File: src/rtl/pipe_shell.sv
// rtl/pipe_shell.sv - stallable/squashable pipeline shell; counters gated by PIPE_SHELL_PERF_CNT_EN
module pipe_shell #(
  parameter int WIDTH         = 32,
  parameter int DEPTH         = 4,
  parameter int HOLD_STAGE    = 1,
  parameter int SQUASH_STAGES = 3
) (
  input  logic             clk,
  input  logic             rst,
  input  logic             in_valid,
  input  logic [WIDTH-1:0] in_data,
  output logic             in_ready,
  input  logic             stall,
  input  logic             hazard,
  input  logic             squash,
  output logic [DEPTH-1:0] stage_valid,
  output logic             out_valid,
  output logic [WIDTH-1:0] out_data,
  output logic [31:0]      stall_cnt,
  output logic [31:0]      bubble_cnt,
  output logic [31:0]      squash_cnt
);

  // Stage registers; stage 0 is youngest, stage DEPTH-1 drives the output.
  logic [DEPTH-1:0] r_valid;
  logic [WIDTH-1:0] r_data [DEPTH];

  // What each stage would load on a plain advance.
  logic             w_accept;
  logic [DEPTH-1:0] w_src_valid;
  logic [WIDTH-1:0] w_src_data [DEPTH];

  assign in_ready = ~stall & ~hazard & ~squash;
  assign w_accept = in_valid & in_ready;

  // Advance sources: stage 0 takes the accepted input (zero data when nothing
  // is accepted, so empty stages stay deterministic), stage k takes stage k-1.
  always_comb begin
    w_src_valid[0] = w_accept;
    w_src_data[0]  = w_accept ? in_data : '0;
    for (int k = 1; k < DEPTH; k++) begin
      w_src_valid[k] = r_valid[k-1];
      w_src_data[k]  = r_data[k-1];
    end
  end

  // Stage update with priority stall > squash > hazard > normal advance.
  always_ff @(posedge clk or negedge rst) begin
    if (!rst) begin
      r_valid <= '0;
      for (int k = 0; k < DEPTH; k++) begin
        r_data[k] <= '0;
      end
    end else if (!stall) begin
      for (int k = 0; k < DEPTH; k++) begin
        if (squash) begin
          // Youngest SQUASH_STAGES are cleared, the rest keep draining.
          if (k < SQUASH_STAGES) begin
            r_valid[k] <= 1'b0;
            r_data[k]  <= '0;
          end else begin
            r_valid[k] <= w_src_valid[k];
            r_data[k]  <= w_src_data[k];
          end
        end else if (hazard) begin
          // Stages below HOLD_STAGE freeze, HOLD_STAGE takes a bubble.
          if (k == HOLD_STAGE) begin
            r_valid[k] <= 1'b0;
            r_data[k]  <= '0;
          end else if (k > HOLD_STAGE) begin
            r_valid[k] <= w_src_valid[k];
            r_data[k]  <= w_src_data[k];
          end
        end else begin
          r_valid[k] <= w_src_valid[k];
          r_data[k]  <= w_src_data[k];
        end
      end
    end
  end

  assign stage_valid = r_valid;
  assign out_valid   = r_valid[DEPTH-1];
  assign out_data    = r_data[DEPTH-1];

`ifdef PIPE_SHELL_PERF_CNT_EN
  logic [31:0] r_stall_cnt;
  logic [31:0] r_bubble_cnt;
  logic [31:0] r_squash_cnt;
  logic        w_do_squash;
  logic        w_do_hazard;

  // Only the winning control of a cycle is counted.
  assign w_do_squash = ~stall & squash;
  assign w_do_hazard = ~stall & ~squash & hazard;

  // Saturating event counters.
  always_ff @(posedge clk or negedge rst) begin
    if (!rst) begin
      r_stall_cnt  <= '0;
      r_bubble_cnt <= '0;
      r_squash_cnt <= '0;
    end else begin
      if (stall && (r_stall_cnt != 32'hFFFF_FFFF)) begin
        r_stall_cnt <= r_stall_cnt + 32'd1;
      end
      if (w_do_hazard && (r_bubble_cnt != 32'hFFFF_FFFF)) begin
        r_bubble_cnt <= r_bubble_cnt + 32'd1;
      end
      if (w_do_squash && (r_squash_cnt != 32'hFFFF_FFFF)) begin
        r_squash_cnt <= r_squash_cnt + 32'd1;
      end
    end
  end

  assign stall_cnt  = r_stall_cnt;
  assign bubble_cnt = r_bubble_cnt;
  assign squash_cnt = r_squash_cnt;
`else
  assign stall_cnt  = 32'd0;
  assign bubble_cnt = 32'd0;
  assign squash_cnt = 32'd0;
`endif

endmodule

File: config.mk
export PLATFORM = sky130hd
export DESIGN_NAME = pipe_shell
export DESIGN_NICKNAME = d
export VERILOG_FILES = /design/src/rtl/pipe_shell.sv
export SDC_FILE = /design/constraint.sdc
export NUM_CORES = 1
export LEC_CHECK = 0
export ABC_AREA = 0
export CORE_UTILIZATION = 45
export DETAILED_ROUTE_END_ITERATION = 7
export PLACE_DENSITY = 0.74
export SETUP_SLACK_MARGIN = 0.02
export SKIP_LAST_GASP = 1
export SYNTH_ARGS = -nofsm -noshare
export SYNTH_HDL_FRONTEND = slang
export SYNTH_SLANG_ARGS = --single-unit
File: constraint.sdc
create_clock -name clk -period 3.1 [get_ports clk]
set_input_delay 0.62 -clock clk [delete_from_list [all_inputs] [get_ports clk]]
set_output_delay 0.62 -clock clk [all_outputs]
set_load 0.01 [all_outputs]
==> flow_summary_export.csv <==
group,metric,value,unit
worst_setup_path,worst_setup_path_end_kind,"output pin",
final_layout,diodes,0,
yosys,avgSynthCellArea,10.8,µm²
clock_tree,clk_latency,400,ps
clock_tree,cts_num_sinks,132,
floorplanning,start_util,0.465,
place,place_congestion,0.760,
clock_tree,postCtsSetupBuffers,0,
place,dpl-instance-area,7040,µm²
sta,finalWorstSetupSlack,457,ps
final_layout,final_core_util,0.513,
yosys,synth_top_area_frac,0.483,
worst_setup_path,cp_slowest_cell,"clkdlybuf4s50_1",
detailed_routing,route.detailed.wl_per_inst,13.6,µm
yosys,synthFlopType,"dfrtp_1",
pwr,power_frac_comb,0.098,
clock_tree,cts_buffers,17,
pwr,power_density,521,nW/µm²
detailed_routing,ant_nets,0,
yosys,syn_area,6830,µm²
pwr,clkPwrFrac,0.434,
yosys,synthCells,635,
floorplanning,num_rows,44,
min_path,holdCritPathClass,"in -> async",
detailed_routing,top_layer,"met4",
place,io_buffers,75,
flow_run,max_cap_viol_count,0,
final_layout,fin_nets,695,
floorplanning,fp.dieH,125,µm
place,place_worst_setup_slack,294,ps
yosys,yosys_warnings,0,
floorplanning,io_pins,172,
worst_setup_path,path_cells,"clkdlybuf4s50_1 -> nor3_1 -> clkdlybuf4s50_1",
clock_tree,cts_tree,"done",
sta,finalSetupViolations,0,
final_layout,layout-drive-gt1-share,0.149,
detailed_routing,drc,6,
final_layout,area_delta_synth_final,10.4,%
sta,post-route-period-util,0.853,
worst_setup_path,critPathMaxStageDelay,630,ps
sta,rsz0062_at_grt,"false",
sta,clock_skew,12.3,ps
place,dp_hpwl,7.43,mm
sta,hold_viol_final,0,
floorplanning,core,14700,µm²
yosys,synth_edf_count,0,
clock_tree,clkTransAtPathRegs,50,ps
sta,relSlewSlack,0.294,
final_layout,mostFrequentLayoutCell,"dfrtp_1",
detailed_routing,m1WireLength,5.26,mm
status,violations,"DRC",
pwr,vdd_drop_max,374,µV
worst_setup_path,worstSetupPathType,"in -> out",
grt,grtUsageTotal,0.153,
detailed_routing,viasPerCell,4.69,
detailed_routing,first_iter_violations,249,
floorplanning,dieArea,15700,µm²
clock_tree,cts_buffer_depth,2,
worst_setup_path,critical_path.max_fanout,2,
clock_tree,cts_root_buf,"clkbuf_16",
clock_tree,cts_hold_buf,0,
sta,worstMarginPinSlew,1060,ps
grt,grt_pass1_vias,3804,
yosys,yosys-top-cells-area,"dfrtp_1 48%, buf_4 14%, nand2b_1 5.8%",
detailed_routing,drt-pass1-iter-count,6,
worst_setup_path,startpoint_type,"primary input",
pwr,leakage,0.00352,µW
final_layout,final_cell_mix,"132 x dfrtp_1, 96 x conb_1, 72 x clkdlybuf4s50_1",
worst_setup_path,path_common_cell,"clkdlybuf4s50_1",
detailed_routing,routed_wl,11.5,mm
clock_tree,htreeDepth,4,
pwr,p_sw,908,µW
worst_setup_path,crit_required,2480,ps
detailed_routing,wl_met3,444,µm
final_layout,design_area,7540,µm²
yosys,ys_types,19,
yosys,ys_ff_latch,132,
detailed_routing,wl_met2,5.62,mm
grt,grt_max_degree,198,
sta,fin_crit,2640,ps
status,run_status,"finished with violations",
grt,grt_pass1_wl,18.9,mm
grt,gr-total-overflow,0,
sta,finalSetupTns,0,ps
pwr,p_int,3020,µW
pwr,p_seq_frac,0.467,
floorplanning,die_x,125,µm
yosys,ys_async_sr_fraction,1.00,
pwr,swShare,0.231,
clock_tree,cts.repair.resized,0,
yosys,yosysSeqAreaShare,0.483,
detailed_routing,vias,3987,
sta,fmaxAchievable,378,MHz
sta,maxSlewViolCount,0,
grt,grt_antenna_before_repair,0,
yosys,synth_top_cell_by_area,"dfrtp_1",
worst_setup_path,worstPathArrival,2020,ps
layer usage:
metal	track usage	vias up
li1	-	1943
met1	0.198	1920
met2	0.237	114
met3	0.0372	10
met4	0.0796	0
met5	0	-
cells by family after synthesis:
logic type,Yosys count,share of synthesized area
DFF,132,0.483
buffers and inverters,173,0.174
muxes,33,0.0544
other,1,0.000549
and+or+nand+nor,197,0.162
AOI/OAI and AO/OA,99,0.126
cell type report:
class / count / area, µm²
Clock buffer: 20 / 437
Clock inverter: 8 / 65.1
Fill cell: 1298 / 7150
Multi-Input combinational cell: 425 / 2700
Sequential cell: 132 / 3300
Tap cell: 184 / 230
Timing Repair Buffer: 81 / 806
synth_stat cells (2+ instances only):
master and count:
a22o_1 35, buf_1 4, buf_2 12, buf_4 129, buf_6 5, clkbuf_1 23, dfrtp_1 132, mux2_2 33
nand2_1 64, nand2b_1 63, nand3b_1 33, nor2_1 2, nor2b_1 33, o211ai_1 3, o211ai_2 30, o21ai_0 31
worst paths after layout:
check / cells past startpoint / startpoint / endpoint / slack [ps]
max: 3 / hazard / in_ready / 460
min: 1 / rst / r_data[90]$_DFFE_PN0N_ / 340
max reg2reg: 2 / r_data[116]$_DFFE_PN0P_ / r_data[84]$_DFFE_PN0N_ / 2190
min reg2reg: 2 / r_data[42]$_DFFE_PN0N_ / r_data[42]$_DFFE_PN0N_ / 480
max in group asynchronous: 2 / rst / out_data[10]$_DFFE_PN0N_ / 1960
min in group clk: 2 / r_data[42]$_DFFE_PN0N_ / r_data[42]$_DFFE_PN0N_ / 480
metrics by stage:
step,hold slack (ps),cells,power (µW)
2_1_floorplan,324,730,2210
5_1_grt,464,850,4110
6_report,345,850,3930
3_3_place_gp,462,822,2240
4_1_cts,419,850,3980
3_5_place_dp,470,822,2260
power by group through the flow:
| stage | sequential [µW] | clock, µW | combinational [µW] |
|---|---|---|---|
| 2_1_floorplan | 1850 | 0 | 357 |
| 3_3_place_gp | 1860 | 0 | 380 |
| 3_5_place_dp | 1870 | 0 | 389 |
| 4_1_cts | 1840 | 1750 | 391 |
| 5_1_grt | 1840 | 1830 | 428 |
| 6_report | 1840 | 1710 | 386 |
flip-flops by register name (all words and copies together), names as in the netlist:
register	flops
out_data	32
r_data	96
stage_valid	4
worst max-delay path, delay by kind of cell:
| kind | cells | cell delay (ps) |
|---|---|---|
| buffers and inverters | 2 | 1060 |
| and+or+nand+nor | 1 | 340 |
Power figures use the tool's default switching activity.
